## src/rtl/qmax_pkg.sv

```systemverilog
// Shared definitions for the Q-max updater: FSM encoding, fp32 field layout
// and the sign-magnitude to unsigned ordering key used by the comparator.
package qmax_pkg;

  localparam int FP32_W      = 32;
  localparam int FP32_SIGN_W = 1;
  localparam int FP32_EXP_W  = 8;
  localparam int FP32_MANT_W = 23;

  localparam logic [FP32_W-1:0] FP32_ZERO = '0;

  typedef enum logic [1:0] {
    ST_RUN   = 2'd0,
    ST_DRAIN = 2'd1,
    ST_CLEAR = 2'd2
  } state_e;

  // Negatives are bit-inverted, positives get the top bit set, so that a
  // plain unsigned compare of keys follows the fp32 total order.
  function automatic logic [FP32_W-1:0] fp32_order_key(input logic [FP32_W-1:0] v);
    logic [FP32_W-1:0] k;
    if (v[FP32_W-FP32_SIGN_W]) k = ~v;
    else                       k = v | {1'b1, {(FP32_W-1){1'b0}}};
    return k;
  endfunction

endpackage

```

## src/rtl/fp32_gt.sv

```systemverilog
// Combinational fp32 greater-than: total order, +0 == -0, a NaN in 'a'
// never compares greater.
module fp32_gt
  import qmax_pkg::*;
(
  input  logic [FP32_W-1:0] a,
  input  logic [FP32_W-1:0] b,
  output logic              a_gt_b
);

  localparam int EXP_HI = FP32_W - FP32_SIGN_W - 1;

  logic a_nan;
  logic both_zero;

  assign a_nan     = (a[EXP_HI -: FP32_EXP_W] == '1) && (a[FP32_MANT_W-1:0] != '0);
  assign both_zero = (a[EXP_HI:0] == '0) && (b[EXP_HI:0] == '0);
  assign a_gt_b    = !a_nan && !both_zero && (fp32_order_key(a) > fp32_order_key(b));

endmodule

```

## src/rtl/qmax_updater.sv

```systemverilog
// Keeps a per-state running max of fp32 Q candidates in an external table:
// read at accept, compare one cycle later, write back on a strict win.
module qmax_updater
  import qmax_pkg::*;
#(
  parameter int ADDR_WIDTH = 6,
  parameter int DATA_WIDTH = 32,
  parameter int DEPTH      = 64
) (
  input  logic                  i_clk,
  input  logic                  i_rst_n,
  input  logic                  i_valid,
  output logic                  o_ready,
  input  logic [ADDR_WIDTH-1:0] i_state,
  input  logic [DATA_WIDTH-1:0] i_q,
  input  logic                  i_clear,
  output logic [ADDR_WIDTH-1:0] o_tbl_addr_r,
  output logic                  o_tbl_read_en,
  input  logic [DATA_WIDTH-1:0] i_tbl_data,
  output logic [ADDR_WIDTH-1:0] o_tbl_addr_w,
  output logic                  o_tbl_write_en,
  output logic [DATA_WIDTH-1:0] o_tbl_data,
  output logic                  o_done,
  output logic [DATA_WIDTH-1:0] o_qmax,
  output logic                  o_updated,
  output logic                  o_busy
);

  localparam logic [ADDR_WIDTH-1:0] LAST_ADDR = ADDR_WIDTH'(DEPTH - 1);

  state_e                state_q, state_d;
  logic [ADDR_WIDTH-1:0] clr_addr_q, clr_addr_d;
  logic                  clr_we;

  logic                  s1_valid_q;
  logic [ADDR_WIDTH-1:0] s1_state_q;
  logic [DATA_WIDTH-1:0] s1_cand_q;
  logic                  s2_valid_q;
  logic [ADDR_WIDTH-1:0] s2_state_q;
  logic [DATA_WIDTH-1:0] s2_qmax_q;
  logic                  s2_upd_q;
  logic                  s3_valid_q;
  logic [ADDR_WIDTH-1:0] s3_state_q;
  logic [DATA_WIDTH-1:0] s3_qmax_q;

  logic                  accept;
  logic                  pipe_empty;
  logic [DATA_WIDTH-1:0] stored;
  logic                  cand_wins;

  assign accept        = i_valid && o_ready;
  assign o_tbl_read_en = accept;
  assign o_tbl_addr_r  = i_state;
  assign pipe_empty    = !s1_valid_q && !s2_valid_q && !s3_valid_q;

  // The table read lags the two most recent results; forward them, newest first.
  always_comb begin
    stored = i_tbl_data;
    if (s2_valid_q && (s2_state_q == s1_state_q))      stored = s2_qmax_q;
    else if (s3_valid_q && (s3_state_q == s1_state_q)) stored = s3_qmax_q;
  end

  fp32_gt u_gt (
    .a      (s1_cand_q),
    .b      (stored),
    .a_gt_b (cand_wins)
  );

  always_ff @(posedge i_clk or negedge i_rst_n) begin
    if (!i_rst_n) begin
      s1_valid_q <= 1'b0;
      s1_state_q <= '0;
      s1_cand_q  <= '0;
      s2_valid_q <= 1'b0;
      s2_state_q <= '0;
      s2_qmax_q  <= '0;
      s2_upd_q   <= 1'b0;
      s3_valid_q <= 1'b0;
      s3_state_q <= '0;
      s3_qmax_q  <= '0;
    end else begin
      s1_valid_q <= accept;
      if (accept) begin
        s1_state_q <= i_state;
        s1_cand_q  <= i_q;
      end
      s2_valid_q <= s1_valid_q;
      s2_upd_q   <= s1_valid_q && cand_wins;
      if (s1_valid_q) begin
        s2_state_q <= s1_state_q;
        s2_qmax_q  <= cand_wins ? s1_cand_q : stored;
      end
      s3_valid_q <= s2_valid_q;
      if (s2_valid_q) begin
        s3_state_q <= s2_state_q;
        s3_qmax_q  <= s2_qmax_q;
      end
    end
  end

  always_ff @(posedge i_clk or negedge i_rst_n) begin
    if (!i_rst_n) begin
      state_q    <= ST_RUN;
      clr_addr_q <= '0;
    end else begin
      state_q    <= state_d;
      clr_addr_q <= clr_addr_d;
    end
  end

  always_comb begin
    state_d    = state_q;
    clr_addr_d = clr_addr_q;
    o_ready    = 1'b0;
    o_busy     = 1'b1;
    clr_we     = 1'b0;
    case (state_q)
      ST_RUN: begin
        o_ready = 1'b1;
        o_busy  = 1'b0;
        if (i_clear) state_d = ST_DRAIN;
      end
      ST_DRAIN: begin
        if (pipe_empty) begin
          state_d    = ST_CLEAR;
          clr_addr_d = '0;
        end
      end
      ST_CLEAR: begin
        clr_we     = 1'b1;
        clr_addr_d = clr_addr_q + 1'b1;
        if (clr_addr_q == LAST_ADDR) state_d = ST_RUN;
      end
      default: state_d = ST_RUN;
    endcase
  end

  assign o_tbl_write_en = clr_we || (s2_valid_q && s2_upd_q);
  assign o_tbl_addr_w   = clr_we ? clr_addr_q : s2_state_q;
  assign o_tbl_data     = clr_we ? FP32_ZERO : s2_qmax_q;

  assign o_done    = s2_valid_q;
  assign o_qmax    = s2_qmax_q;
  assign o_updated = s2_upd_q;

endmodule
```

## config.mk

```make
export PLATFORM = sky130hd
export DESIGN_NAME = qmax_updater
export DESIGN_NICKNAME = d
export VERILOG_FILES = /design/src/rtl/qmax_pkg.sv /design/src/rtl/fp32_gt.sv /design/src/rtl/qmax_updater.sv
export SDC_FILE = /design/constraint.sdc
export NUM_CORES = 1
export LEC_CHECK = 0
export CAP_MARGIN = 20
export CELL_PAD_IN_SITES_DETAIL_PLACEMENT = 1
export CELL_PAD_IN_SITES_GLOBAL_PLACEMENT = 2
export CORE_MARGIN = 5
export CORE_UTILIZATION = 33
export CTS_CLUSTER_DIAMETER = 80
export CTS_CLUSTER_SIZE = 25
export DETAILED_ROUTE_END_ITERATION = 10
export GPL_TIMING_DRIVEN = 0
export HOLD_SLACK_MARGIN = 0.15
export PLACE_DENSITY = 0.81
export SLEW_MARGIN = 20
export SYNTH_ARGS = -nofsm -noshare
export SYNTH_HDL_FRONTEND = slang
export SYNTH_HIERARCHICAL = 1
export SYNTH_SLANG_ARGS = --single-unit
```

## constraint.sdc

```tcl
create_clock -name i_clk -period 5.3 [get_ports i_clk]
set_input_delay 1.06 -clock i_clk [delete_from_list [all_inputs] [get_ports i_clk]]
set_output_delay 1.06 -clock i_clk [all_outputs]
set_load 0.01 [all_outputs]
```

==> impl_metrics.sql, run 1 <==
INSERT INTO impl_metrics (metric_group, metric, value, unit) VALUES
('clock_network', 'clockBufferDepth', '2', ''),
('pwr', 'ir_drop', '0.315', 'mV'),
('sta', 'setup_slack', '0.341', 'ns'),
('worst_setup_path', 'arrival', '5.29', 'ns'),
('synth', 'yosysWarnings', '6', ''),
('synth', 'syn-cell-area', '7690', 'µm²'),
('sta', 'setup_viol_count_final', '0', ''),
('sta', 'maxSlewHeadroom', '50.0', '%'),
('detailed_routing', 'post_detailed_routing_wire_length', '24900', 'µm'),
('floorplanning', 'placement_rows', '55', ''),
('clock_network', 'cts-root-buf', 'sky130_fd_sc_hd__clkbuf_16', ''),
('floorplanning', 'die_x', '163', 'µm'),
('worst_setup_path', 'cp_slowest_stage_delay', '0.58', 'ns'),
('worst_setup_path', 'critPathCaptureType', 'flop', ''),
('global_routing', 'track_usage', '18.9', '%'),
('placement', 'port-buffer-count', '155', ''),
('floorplanning', 'floorplan.io_pins', '156', ''),
('finish', 'drive_gt1_share', '20.0', '%'),
('sta', 'final.setup.tns', '0', 'ns'),
('detailed_routing', 'detail_route.drc_violations', '0', ''),
('worst_setup_path', 'critical_path_peak_fanout', '19', ''),
('detailed_routing', 'drt_pass1_iterations', '4', ''),
('placement', 'dp_worst_setup_slack', '-0.398', 'ns'),
('worst_setup_path', 'start_kind', 'flop', ''),
('placement', 'dpl-instance-area', '9670', 'µm²'),
('worst_setup_path', 'timing.setup.critical_path_class', 'flop to flop', ''),
('finish', 'final.fill_count', '2506', ''),
('sta', 'timing_max_transition_violations_final', '0', ''),
('sta', 'rsz0062_at_grt', 'no', ''),
('global_routing', 'globalRoute.totalOverflow', '0', ''),
('run', 'drv.max_cap_violation_count', '0', ''),
('worst_hold_path', 'min-delay-start', 's1_valid_q$_DFF_PN0_', ''),
('worst_setup_path', 'critPathSlowestCell', 'sky130_fd_sc_hd__or4_4', ''),
('sta', 'timing.final.crit_period', '4.96', 'ns'),
('sta', 'max_slew.worst_pin.slew', '0.750', 'ns'),
('detailed_routing', 'drt_iter0_drc', '216', ''),
('worst_setup_path', 'crit-reg2reg-launch', 's2_state_q[2]$_DFFE_PN0P_', ''),
('pwr', 'p_leak', '4.53', 'nW'),
('global_routing', 'number_of_antenna_violations_at_the_first_check_in_global_routing', '1', ''),
('finish', 'most_common_library_cell_in_the_layout_ignoring_fill_and_taps', 'sky130_fd_sc_hd__clkdlybuf4s50_1', ''),
('outcome', 'run_status', 'completed', ''),
('clock_network', 'clkLatencyLatePin', '0.42', 'ns'),
('floorplanning', 'dieArea', '26500', 'µm²'),
('sta', 'highest_clock_rate', '0.202', 'GHz'),
('pwr', 'power.density', '652', 'nW/µm²'),
('global_routing', 'grt_max_degree', '83', ''),
('synth', 'seq_area_frac_synth', '41.0', '%'),
('synth', 'synth.avg_cell_area', '10.5', 'µm²'),
('clock_network', 'path_clk_slew', '0.06', 'ns'),
('detailed_routing', 'detailroute.via_count', '6292', ''),
('worst_setup_path', 'critical_path_origin', 's2_state_q[2]$_DFFE_PN0P_', ''),
('worst_hold_path', 'hold_path_class', 'flop to flop', ''),
('detailed_routing', 'drt.antenna.violating_nets', '0', ''),
('pwr', 'fin_total_pwr', '6.75', 'mW'),
('floorplanning', 'core-area', '22800', 'µm²'),
('clock_network', 'htreeDepth', '4', ''),
('synth', 'async_flop_share', '100', '%'),
('floorplanning', 'floorplan.die.height', '163', 'µm'),
('detailed_routing', 'route.detailed.vias_per_inst', '5.12', ''),
('finish', 'most-common-layout-cells', 'sky130_fd_sc_hd__clkdlybuf4s50_1, sky130_fd_sc_hd__dfrtp_1, sky130_fd_sc_hd__mux2_2', ''),
('synth', 'synth_edf_count', '0', ''),
('synth', 'postSynthNetCount', '837', ''),
('synth', 'ys.flop_type', 'sky130_fd_sc_hd__dfrtp_1', ''),
('floorplanning', 'initial_utilization', '33.8', '%'),
('clock_network', 'cts_tree', 'built', ''),
('clock_network', 'cts_inserted_buffers', '17', ''),
('worst_setup_path', 'worstPathCellList', 'xor2_1 -> or4_4 -> clkbuf_2 -> a21oi_1 -> clkbuf_1 -> buf_4 -> xnor2_1 -> ha_1 -> a21oi_1 -> o21ai_0 -> a221o_1 -> o31a_1 -> o211a_1 -> nand2_1 -> clkbuf_2 -> o22ai_1 -> a221oi_2', ''),
('finish', 'area_growth_syn_to_layout', '34.6', '%'),
('sta', 'hold-worst-slack', '0.373', 'ns'),
('finish', 'layout.core_utilization', '45.5', '%'),
('sta', 'period_share', '93.6', '%');
[where the power goes]
part / internal, mW / leakage (nW) / switching [mW]
registers: 1.44 / 1.46 / 0.541
clock network: 0.883 / 0.320 / 0.458
logic: 1.79 / 2.76 / 1.64
total: 4.11 / 4.53 / 2.63
[worst max-delay path: cells and delay by family, from the launching register on]
family / cells / cell delay (ns)
xor gates and xnor gates: 2 / 0.34
DFF: 1 / 0.43
AOI/OAI and AO/OA: 8 / 1.79
adders and majority gates: 1 / 0.27
buffers and inverters: 4 / 1.20
and+or+nand+nor: 2 / 0.83
[registers in the layout, indices dropped and copies added, names as in the netlist]
signal and cells:
o_updated 1, s1_valid_q 1, clr_addr_q 6, state_q 2
s1_cand_q 32, o_done 1, s1_state_q 6, s2_state_q 6
s3_valid_q 1, s3_state_q 6, s3_qmax_q 32, o_qmax 32
[logic make-up after synthesis]
kind of cell	share of synthesized area, %
mux	16.3
fa+ha+maj	5.37
xor+xnor	8.77
simple gates	9.38
flops	41.0
buf+inv	5.46
compound gates	13.7
[area by class of cell]
| class | instances | area (µm²) | share of cell area (%) |
|---|---|---|---|
| buffer | 54 | 298 | 2.88 |
| timing repair buffer | 156 | 1580 | 15.3 |
| clock buffer | 18 | 429 | 4.15 |
| multi-input combinational | 512 | 4120 | 39.8 |
| inverter | 36 | 135 | 1.31 |
| sequential | 126 | 3150 | 30.5 |
| tap | 313 | 392 | 3.78 |
| clock inverter | 14 | 240 | 2.32 |
[cell usage after synthesis (all sizes together), types with 5 or more instances]
cell | instances | share of area, %
a221oi | 34 | 6.4
buf | 32 | 2.5
dfrtp | 126 | 41
xor2 | 40 | 4.6
nand4 | 11 | 0.89
ha | 33 | 5.4
inv | 36 | 1.8
o22ai | 33 | 2.7
xnor2 | 37 | 4.2
a21oi | 42 | 2.8
mux2 | 82 | 12
nor2 | 69 | 3.4
nand3 | 8 | 0.52
nor4 | 16 | 1.3
mux2i | 33 | 4.3
clkbuf | 24 | 1.2
nand2 | 35 | 1.7
o21ai | 9 | 0.59
nor3 | 5 | 0.33
[metal layers]
metal / vias to the layer above / global-route usage, % / routed length [µm]
met5: - / 0 / 13
met4: 2 / 4.99 / 367
met3: 19 / 4.51 / 1150
met2: 130 / 31.2 / 12000
met1: 3180 / 25.0 / 11400
li1: 2961 / - / -
[path summary, 6_finish.rpt]
| kind | cells after the start | slack (ns) | endpoint |
|---|---|---|---|
| worst min-delay path | 0 | 0.37 | o_done$_DFF_PN0_ |
| worst min register to register | 0 | 0.37 | o_done$_DFF_PN0_ |
| worst max-delay path | 17 | 0.34 | o_qmax[10]$_DFFE_PN0P_ |
| worst max register to register | 17 | 0.34 | o_qmax[10]$_DFFE_PN0P_ |
| min in group asynchronous | 1 | 0.53 | o_qmax[21]$_DFFE_PN0P_ |
| max in group asynchronous | 2 | 4.05 | s3_state_q[0]$_DFFE_PN0P_ |
[timing repair]
action / 4_1_cts / 5_1_grt
hold buffers: 0 / 0
cloned: 0 / 0
resized for setup: 10 / 3
endpoints found under the setup margin: 31 / 32
No activity file was read; power rests on OpenSTA's default activity.
==> run 2: changes to the inputs <==
- CORE_ASPECT_RATIO: not set -> 1.1
==> run 2 against run 1 <==
  * Critical path depth is 1 higher
  * Clock power about the same
  * Largest power group unchanged
  * Clock-buffer cell count grew 1
  * Fmax shrank 1.2%
  * Register-to-register slack got worse by 0.06 ns
  * Critical endpoint is now o_qmax[18]$_DFFE_PN0P_
==> impl_metrics.sql, run 2 (synthesis gave the netlist of run 1 again) <==
INSERT INTO impl_metrics (metric_group, metric, value, unit) VALUES
('sta', 'final-hold-violation-count', '0', ''),
('placement', 'dp.final_hpwl', '18700', 'µm'),
('sta', 'finClkSkew', '0.0101', 'ns'),
('worst_setup_path', 'worstPathCellList', 'clkbuf_2 -> nand4_1 -> or4_4 -> buf_2 -> a21oi_1 -> clkbuf_1 -> buf_4 -> xnor2_1 -> ha_1 -> a21o_1 -> a221o_1 -> a221oi_2 -> o21ai_0 -> o211a_1 -> nand2_1 -> buf_2 -> o22ai_1 -> a221oi_2', ''),
('worst_setup_path', 'cp_slowest_stage_delay', '0.49', 'ns'),
('clock_network', 'cts_inserted_buffers', '17', ''),
('worst_setup_path', 'start_kind', 'flop', ''),
('detailed_routing', 'drt_pass1_iterations', '4', ''),
('detailed_routing', 'detailroute.via_count', '6278', ''),
('pwr', 'ir_drop', '0.288', 'mV'),
('sta', 'timing_max_transition_violations_final', '0', ''),
('clock_network', 'clockBufferDepth', '2', ''),
('finish', 'final.fill_count', '2543', ''),
('floorplanning', 'dieArea', '26500', 'µm²'),
('finish', 'most-common-layout-cells', 'sky130_fd_sc_hd__clkdlybuf4s50_1, sky130_fd_sc_hd__dfrtp_1, sky130_fd_sc_hd__mux2_2', ''),
('detailed_routing', 'drt_iter0_drc', '211', ''),
('clock_network', 'post-cts-setup-buffers', '0', ''),
('placement', 'dp_worst_setup_slack', '-0.687', 'ns'),
('detailed_routing', 'wl_per_cell', '20.2', 'µm'),
('sta', 'timing.final.crit_period', '5.02', 'ns'),
('placement', 'port-buffer-count', '155', ''),
('worst_setup_path', 'critPathRequiredTime', '5.63', 'ns'),
('finish', 'area_growth_syn_to_layout', '34.2', '%'),
('worst_setup_path', 'worst_path_dominant_cell_family', 'compound AO/OA/AOI/OAI gates', ''),
('global_routing', 'grt_first_pass_wirelength', '39400', 'µm'),
('pwr', 'p_leak', '4.52', 'nW'),
('worst_setup_path', 'critical_path_buf_inv_count', '5', ''),
('worst_setup_path', 'critPathCaptureType', 'flop', ''),
('global_routing', 'track_usage', '19.2', '%'),
('sta', 'period_share', '94.7', '%'),
('global_routing', 'grt_max_degree', '71', ''),
('pwr', 'power.combinational.fraction', '51.1', '%'),
('floorplanning', 'floorplan.io_pins', '156', ''),
('floorplanning', 'die_x', '156', 'µm'),
('clock_network', 'htreeDepth', '4', ''),
('outcome', 'run_status', 'completed', ''),
('run', 'drv.max_cap_violation_count', '0', ''),
('worst_setup_path', 'critical_path_peak_fanout', '19', ''),
('clock_network', 'clkLatencyLatePin', '0.43', 'ns'),
('global_routing', 'via_count_of_the_first_global_routing_pass', '6985', ''),
('detailed_routing', 'post_detailed_routing_wire_length', '24600', 'µm'),
('worst_setup_path', 'arrival', '5.35', 'ns'),
('worst_setup_path', 'critPathSlowestCell', 'sky130_fd_sc_hd__or4_4', ''),
('finish', 'layout.nets', '1011', ''),
('clock_network', 'clock_sink_count', '126', ''),
('global_routing', 'number_of_antenna_violations_at_the_first_check_in_global_routing', '0', ''),
('pwr', 'p_sw', '2.62', 'mW'),
('clock_network', 'path_clk_slew', '0.06', 'ns'),
('sta', 'rsz0062_at_grt', 'no', ''),
('pwr', 'fin_total_pwr', '6.70', 'mW'),
('clock_network', 'cts_tree', 'built', ''),
('finish', 'antennaDiodeCount', '0', ''),
('floorplanning', 'placement_rows', '58', ''),
('global_routing', 'globalRoute.totalOverflow', '0', ''),
('floorplanning', 'core-area', '22900', 'µm²'),
('clock_network', 'cts-root-buf', 'sky130_fd_sc_hd__clkbuf_16', ''),
('worst_setup_path', 'timing.setup.critical_path_class', 'flop to flop', ''),
('sta', 'highest_clock_rate', '0.199', 'GHz'),
('floorplanning', 'initial_utilization', '33.5', '%'),
('finish', 'most_common_library_cell_in_the_layout_ignoring_fill_and_taps', 'sky130_fd_sc_hd__clkdlybuf4s50_1', ''),
('finish', 'drive_gt1_share', '20.1', '%'),
('detailed_routing', 'drt.antenna.violating_nets', '0', ''),
('detailed_routing', 'detail_route.drc_violations', '0', ''),
('sta', 'max_slew.worst_pin.slew', '0.764', 'ns'),
('detailed_routing', 'route.detailed.vias_per_inst', '5.16', ''),
('pwr', 'power_frac_clock', '19.7', '%'),
('worst_hold_path', 'hold_path_class', 'flop to flop', ''),
('sta', 'setup_viol_count_final', '0', ''),
('placement', 'gpl.final_weighted_congestion', '0.831', ''),
('sta', 'maxSlewHeadroom', '49.1', '%'),
('floorplanning', 'floorplan.die.height', '170', 'µm'),
('pwr', 'sw_frac_of_total', '39.2', '%'),
('pwr', 'power.density', '649', 'nW/µm²'),
('pwr', 'p_int', '4.07', 'mW'),
('pwr', 'power.sequential.fraction', '29.2', '%'),
('sta', 'setup_slack', '0.281', 'ns');
## run 2: through the flow
step	instances	hold WS [ns]	TNS, ns	instance area, µm²	util, %
finish	1217	0.387	0	10300	45.0
global route	1217	0.412	0	10300	45.0
CTS	1217	0.390	0	10300	45.0
detailed placement	1186	0.365	-19.35	9650	42.1
global placement	1185	0.353	-279.99	9620	42.0
floorplan	730	0.352	0	7690	-
## run 2: what timing repair did
item,CTS,global route
gates resized for setup,10,5
setup endpoints to repair,33,32
hold buffers,0,0
## run 2: worst register-to-register path, cell delays in order, from the launching register on
cell and delay, ns:
sky130_fd_sc_hd__dfrtp_1 0.39, sky130_fd_sc_hd__clkbuf_2 0.29, sky130_fd_sc_hd__nand4_1 0.15, sky130_fd_sc_hd__or4_4 0.49, sky130_fd_sc_hd__buf_2 0.28, sky130_fd_sc_hd__a21oi_1 0.26, sky130_fd_sc_hd__clkbuf_1 0.26, sky130_fd_sc_hd__buf_4 0.27
sky130_fd_sc_hd__xnor2_1 0.15, sky130_fd_sc_hd__ha_1 0.27, sky130_fd_sc_hd__a21o_1 0.16, sky130_fd_sc_hd__a221o_1 0.35, sky130_fd_sc_hd__a221oi_2 0.29, sky130_fd_sc_hd__o21ai_0 0.14, sky130_fd_sc_hd__o211a_1 0.27, sky130_fd_sc_hd__nand2_1 0.25
sky130_fd_sc_hd__buf_2 0.32, sky130_fd_sc_hd__o22ai_1 0.15, sky130_fd_sc_hd__a221oi_2 0.20
## run 2: worst paths after layout
kind	startpoint	endpoint	slack [ns]	cells after the start
setup / recovery	o_done$_DFF_PN0_	o_qmax[18]$_DFFE_PN0P_	0.28	18
hold / removal	s1_valid_q$_DFF_PN0_	o_done$_DFF_PN0_	0.39	0
setup reg to reg	o_done$_DFF_PN0_	o_qmax[18]$_DFFE_PN0P_	0.28	18
hold reg to reg	s1_valid_q$_DFF_PN0_	o_done$_DFF_PN0_	0.39	0
max in group asynchronous	i_rst_n	o_qmax[5]$_DFFE_PN0P_	4.04	2
min in group asynchronous	i_rst_n	s3_qmax_q[26]$_DFFE_PN0P_	0.54	1
## run 2: metal layers
metal	track usage [%]	wire length, µm	up-vias
met5	0	0	-
met1	25.6	11200	3159
met4	5.44	321	0
met2	32.0	12100	138
met3	3.28	1010	22
li1	-	-	2959
## run 2: power by group through the flow
stage	combinational [mW]	sequential, mW	clock, mW
2_1_floorplan	2.12	1.86	0
3_3_place_gp	3.37	1.96	0
3_5_place_dp	3.44	1.98	0
4_1_cts	3.48	1.96	1.34
5_1_grt	3.79	2.04	1.38
6_report	3.42	1.96	1.32
## run 2: cell type report
type	count	area, µm²	share of cell area, %
Inverter	36	135	1.31
Buffer	55	300	2.91
Tap cell	300	375	3.64
Sequential cell	126	3150	30.5
Multi-Input combinational cell	512	4120	39.9
Timing Repair Buffer	156	1580	15.3
Clock inverter	13	213	2.06
Clock buffer	19	443	4.29
==> run 3: changes to the inputs <==
--- a/config.mk
+++ b/config.mk
@@ -18,4 +18,5 @@
 export HOLD_SLACK_MARGIN = 0.15
 export PLACE_DENSITY = 0.81
+export SKIP_LAST_GASP = 1
 export SLEW_MARGIN = 20
 export SYNTH_ARGS = -nofsm -noshare
==> constraint.sdc (replaced) <==
create_clock -name i_clk -period 5.3 [get_ports i_clk]
set_input_delay 1.06 -clock i_clk [delete_from_list [all_inputs] [get_ports i_clk]]
set_output_delay 1.06 -clock i_clk [all_outputs]
set_load 0.005 [all_outputs]
==> results of run 3 <==
Same layout as run 2 (identical final DEF). Status: completed.
Main changes from that run: total power 6.70 mW -> 6.56 mW
==> edit 1, RTL diff (settings of run 2) <==
`DEPTH`: 64 -> 32.
--- a/src/rtl/qmax_updater.sv
+++ b/src/rtl/qmax_updater.sv
@@ -6,5 +6,5 @@
   parameter int ADDR_WIDTH = 6,
   parameter int DATA_WIDTH = 32,
-  parameter int DEPTH      = 64
+  parameter int DEPTH      = 32
 ) (
   input  logic                  i_clk,
Function: no difference found for any inputs over 4 cycles, from zero or initial values and one cycle with i_rst_n low; that may be too few to reach the edited logic, so the function may still have changed.
==> edit 1 against run 2 <==
Sequential share of layout area shrank 0.24 points; area after synthesis grew 1.7%; sequential cell count is the same; critical path depth is the same; power shrank 0.89%; setup slack lost 0.0045 ns; global-route usage grew 0.65 points; design area grew 0.80%; cell count grew 5.9%; wire length grew 7.5%; critical endpoint is now o_qmax[21]$_DFFE_PN0P_; largest cell class unchanged; largest power group unchanged.
==> edit 1: results (changes against run 2) <==
Run status
  • Status: finished, final reports clean

Synthesis
  • Post-Synth Adder-Cell Area: 5.278% (-0.088 points)
  • Synth top area cells: dfrtp_1, mux2_2, ha_1, xnor2_1, xor2_1
  • Sequential area share after synthesis: 40.31% (-0.68 points)
  • Mux cell area share after synthesis: 16.33% (+0.035 points)
  • Top cells by instance count after synthesis: dfrtp_1, mux2_2, nor2_1
  • Fraction of the mapped netlist area in compound gates: 11.85% (-1.9 points)
  • Post-Synth XOR/XNOR Area: 8.285% (-0.48 points)
  • Synth unique cells: 49 (+23%)
  • Post-Syn Nets: 904 (+8.0%)

Routing
  • DR WL/cell: 20.51 microns (+1.5%)
  • Routed via count: 6,619 (+5.4%)
  • First DRT Iteration DRCs: 248 (+18%)

Final layout
  • Fillers: 2,682 (+5.5%)
  • Layout cell share with drive strength beyond 1: 16.77% (-3.3 points)
  • Nets@finish: 1,078 (+6.6%)

Pwr
  • Maximum vdd drop: 254.3 uV (-12%)
  • Comb pwr: 0.00346 W (+1%)
  • Seq pwr share: 29.8% (+0.6 points)
  • P_sw: 0.002776 W (+5.8%)
  • LEAKAGE: 4.583 nW (+1.3%)
  • Total power: 0.006638 W (-0.89%)

Global route
  • M1 GR Usage: 25.20% (-0.45 points)
  • Vias in the first global route: 7,259 (+3.9%)
  • First-pass GRT wire length: 41,310 microns (+4.8%)
  • GR met3 Demand/Resource: 3.775% (+0.49 points)
  • Largest net degree at the start of global routing: 79 (+11%)

Placement
  • Post-DP HPWL: 19,980 microns (+6.9%)
  • Gpl congestion: 0.7944 (-4.5%)
  • Dpl cell area: 9788 sq um (+1.4%)

Setup path
  • FF-to-FF setup slack: 0.32 ns (+0.04 ns)
  • Reg2reg start: s1_state_q[4]$_DFFE_PN0P_
  • Worst Reg-to-Reg Cells: 21 (+3)
  • Worst setup startpoint: i_tbl_data[31]
  • Reg-to-reg critical path endpoint: o_qmax[21]$_DFFE_PN0P_
  • Critical path peak fanout: 10 (-9)
  • Slowest-stage cell, CP: clkdlybuf4s50_1
  • Critical path arrival: 5.36 ns (about the same)

Timing
  • Clk_skew: 0.01271 ns (+0.002626 ns)
  • Max-slew headroom: 53.13% (+4.1 points)

Hold path
  • Hold path startpoint: s1_valid_q$_DFF_PN0_

Floorplanning
  • Initial core utilization: 33.32% (-0.23 points)

Clock tree
  • H-tree level count: 4 (unchanged)
  • Longest Clk Path Bufs: 2 (unchanged)
  • Clock transition at path regs: 0.06 ns (about the same)
## edit 1: metal layers
layer | part of all wire [%] | up-vias
met5 | 0 | -
met1 | 44 | 3326
li1 | - | 3153
met4 | 0.73 | 0
met2 | 51 | 131
met3 | 4.0 | 9
## edit 1: repair_timing
item / CTS / global route
endpoints found under the setup margin: 31 / 31
hold endpoints to repair: 0 / 0
resized for setup: 8 / 8
## edit 1: per-stage QoR
step           TNS (ns)  setup slack, ns  cells  hold slack [ns]  util, %
3_3_place_gp    -291.49           -2.200   1257           0.3514    41.56
4_1_cts               0          0.08887   1290           0.3889    44.30
6_report              0           0.2764   1289           0.3864    44.34
3_5_place_dp     -19.19          -0.6501   1258           0.3743    41.70
5_1_grt               0          0.01739   1289           0.4003    44.34
2_1_floorplan         0            1.038    797           0.3487        -
## edit 1: worst max path at each step
stage,end,cells after the start
floorplan,o_qmax[18]$_DFFE_PN0P_,18
global placement,s3_qmax_q[24]$_DFFE_PN0P_,1
detailed placement,o_qmax[0]$_DFFE_PN0P_,19
CTS,o_qmax[5]$_DFFE_PN0P_,19
global route,o_qmax[25]$_DFFE_PN0P_,21
finish,o_qmax[21]$_DFFE_PN0P_,18
## edit 1: cell type report
| class | count | area share, % |
|---|---|---|
| inverter | 35 | 1.262 |
| tap | 305 | 3.666 |
| timing repair buffer | 156 | 15.22 |
| clock buffer | 18 | 4.219 |
| clock inverter | 14 | 1.515 |
| multi-input combinational | 576 | 40.41 |
| sequential | 126 | 30.29 |
| buffer | 59 | 3.414 |
## edit 1: cells by family (layout without fill, tap and decap cells)
family	after synthesis	count (layout)
simple gates	193	193
compound gates	162	162
flops	126	126
mux	114	114
buf+inv	95	282
xor+xnor	74	74
fa+ha+maj	33	33
==> edit 2, RTL diff (settings of run 2) <==
Made on the original files. Reset style: synchronous (`i_rst_n`), changed in 2 clocked blocks.
--- a/src/rtl/qmax_updater.sv
+++ b/src/rtl/qmax_updater.sv
@@ -67,5 +67,5 @@
   );
 
-  always_ff @(posedge i_clk or negedge i_rst_n) begin
+  always_ff @(posedge i_clk) begin
     if (!i_rst_n) begin
       s1_valid_q <= 1'b0;
@@ -99,5 +99,5 @@
   end
 
-  always_ff @(posedge i_clk or negedge i_rst_n) begin
+  always_ff @(posedge i_clk) begin
     if (!i_rst_n) begin
       state_q    <= ST_RUN;
Behaviour: differs if i_rst_n is asserted again (counterexample within 4 cycles, from zero or initial values and one cycle with i_rst_n low); with i_rst_n held inactive, the same outputs for 4 cycles.
==> edit 2 against run 2 <==
Critical path depth up 2; highest routed layer unchanged; critical endpoint is now o_qmax[1]$_SDFFE_PN0P_; wire length fell by 0.46%; sequential cell count stayed put; non-clock buffer count grew 8; area after synthesis down 9.2%; setup slack improved by 0.043 ns; die area is 8.6% lower; design area is 8.4% lower; sequential share of layout area down 3.9 points.
Power is not compared: it rests on default switching activity, and its combinational part moved more than twofold at a synthesized area within 25%.
==> edit 2: results (changes against run 2) <==
Placement
  • Dpl cell area: 8896 sq um (-7.8%)
  • Post-DP HPWL: 18,580 microns (-0.61%)
  • Gpl congestion: 0.8437 (+1.5%)
  • Dpl ws: -0.4649 ns (+0.2221 ns)
  • Placed insts: 1,274 (+7.4%)
  • Port-buffer cells: 155 (unchanged)

Routing
  • Metal3 WL: 980 microns (-2.5%)
  • M1 wire length: 11,400 microns (+2.2%)
  • First DRT Iteration DRCs: 261 (+24%)
  • Via/cell ratio: 5.030 (-2.5%)
  • DR WL/cell: 18.78 microns (-7.0%)
  • Total Wirelength: 24,470 microns (-0.46%)

Final layout
  • Fillers: 2,447 (-3.8%)
  • Layout cell share with drive strength beyond 1: 6.483% (-14 points)
  • Nets@finish: 1,115 (+10%)

Global route
  • Initial antenna violation count: 0 (unchanged)
  • Largest net degree at the start of global routing: 17 (-76%)
  • Vias in the first global route: 7,008 (+0.33%)
  • GR met3 Demand/Resource: 3.451% (+0.17 points)
  • First-pass GRT wire length: 39,070 microns (-0.88%)
  • GRT Overall Usage: 20.55% (+1.4 points)
  • M1 GR Usage: 27.20% (+1.6 points)
  • Met2 usage: 35.06% (+3.1 points)

Synthesis
  • Post-Synth Adder-Cell Area: 5.909% (+0.54 points)
  • Synth top area cells: dfxtp_1, mux2i_1, a21oi_1, ha_1, nand2_1
  • Mux cell area share after synthesis: 11.03% (-5.3 points)
  • Synth unique cells: 43 (+7.5%)
  • Sequential area share after synthesis: 36.10% (-4.9 points)
  • Fraction of the mapped netlist area in compound gates: 14.25% (+0.51 points)
  • Post-synth ARST share: 0% (-100 points)
  • Mapped Cells: 834 (+14%)
  • Top cells by instance count after synthesis: dfxtp_1, nand2_1, nor2_1
  • Post-Synth XOR/XNOR Area: 9.400% (+0.63 points)
  • Top FF cell, synth: dfxtp_1
  • Post-Syn Nets: 941 (+12%)
  • YS warnings: 6 (unchanged)

Timing
  • Hold Slack: 0.4940 ns (+0.1065 ns)
  • Post-layout minimum cycle time: 4.976 ns (-0.04328 ns)
  • Clk_skew: 0.01127 ns (+0.001185 ns)
  • Max-slew headroom: 52.24% (+3.2 points)

Clock tree
  • Post-cts sizing count: 13 (+3)

Setup path
  • FF-to-FF setup slack: 0.32 ns (+0.04 ns)
  • Slowest-stage cell, CP: dfxtp_1
  • Max incr delay on CP: 0.44 ns (-0.05 ns)

Pwr
  • Maximum vdd drop: 243.1 uV

Run status
  • Status: finished, final reports clean
==> edit 2: area by class of cell <==
class / instances / area (sq um) / area share [%]
Tap cell: 285 / 356.6 / 3.769
Clock inverter: 7 / 40.04 / 0.4232
Timing Repair Buffer: 157 / 1567 / 16.56
Inverter: 5 / 18.77 / 0.1984
Clock buffer: 22 / 484.2 / 5.118
Multi-Input combinational cell: 639 / 4150 / 43.87
Sequential cell: 126 / 2522 / 26.66
Buffer: 62 / 321.6 / 3.399
==> edit 2: final timing paths <==
path	cells after the start	from	to
worst max-delay path	20	s1_state_q[5]$_SDFFE_PN0P_	o_qmax[1]$_SDFFE_PN0P_
worst min-delay path	2	s3_qmax_q[8]$_SDFFE_PN0P_	s3_qmax_q[8]$_SDFFE_PN0P_
worst max register to register	20	s1_state_q[5]$_SDFFE_PN0P_	o_qmax[1]$_SDFFE_PN0P_
worst min register to register	2	s3_qmax_q[8]$_SDFFE_PN0P_	s3_qmax_q[8]$_SDFFE_PN0P_
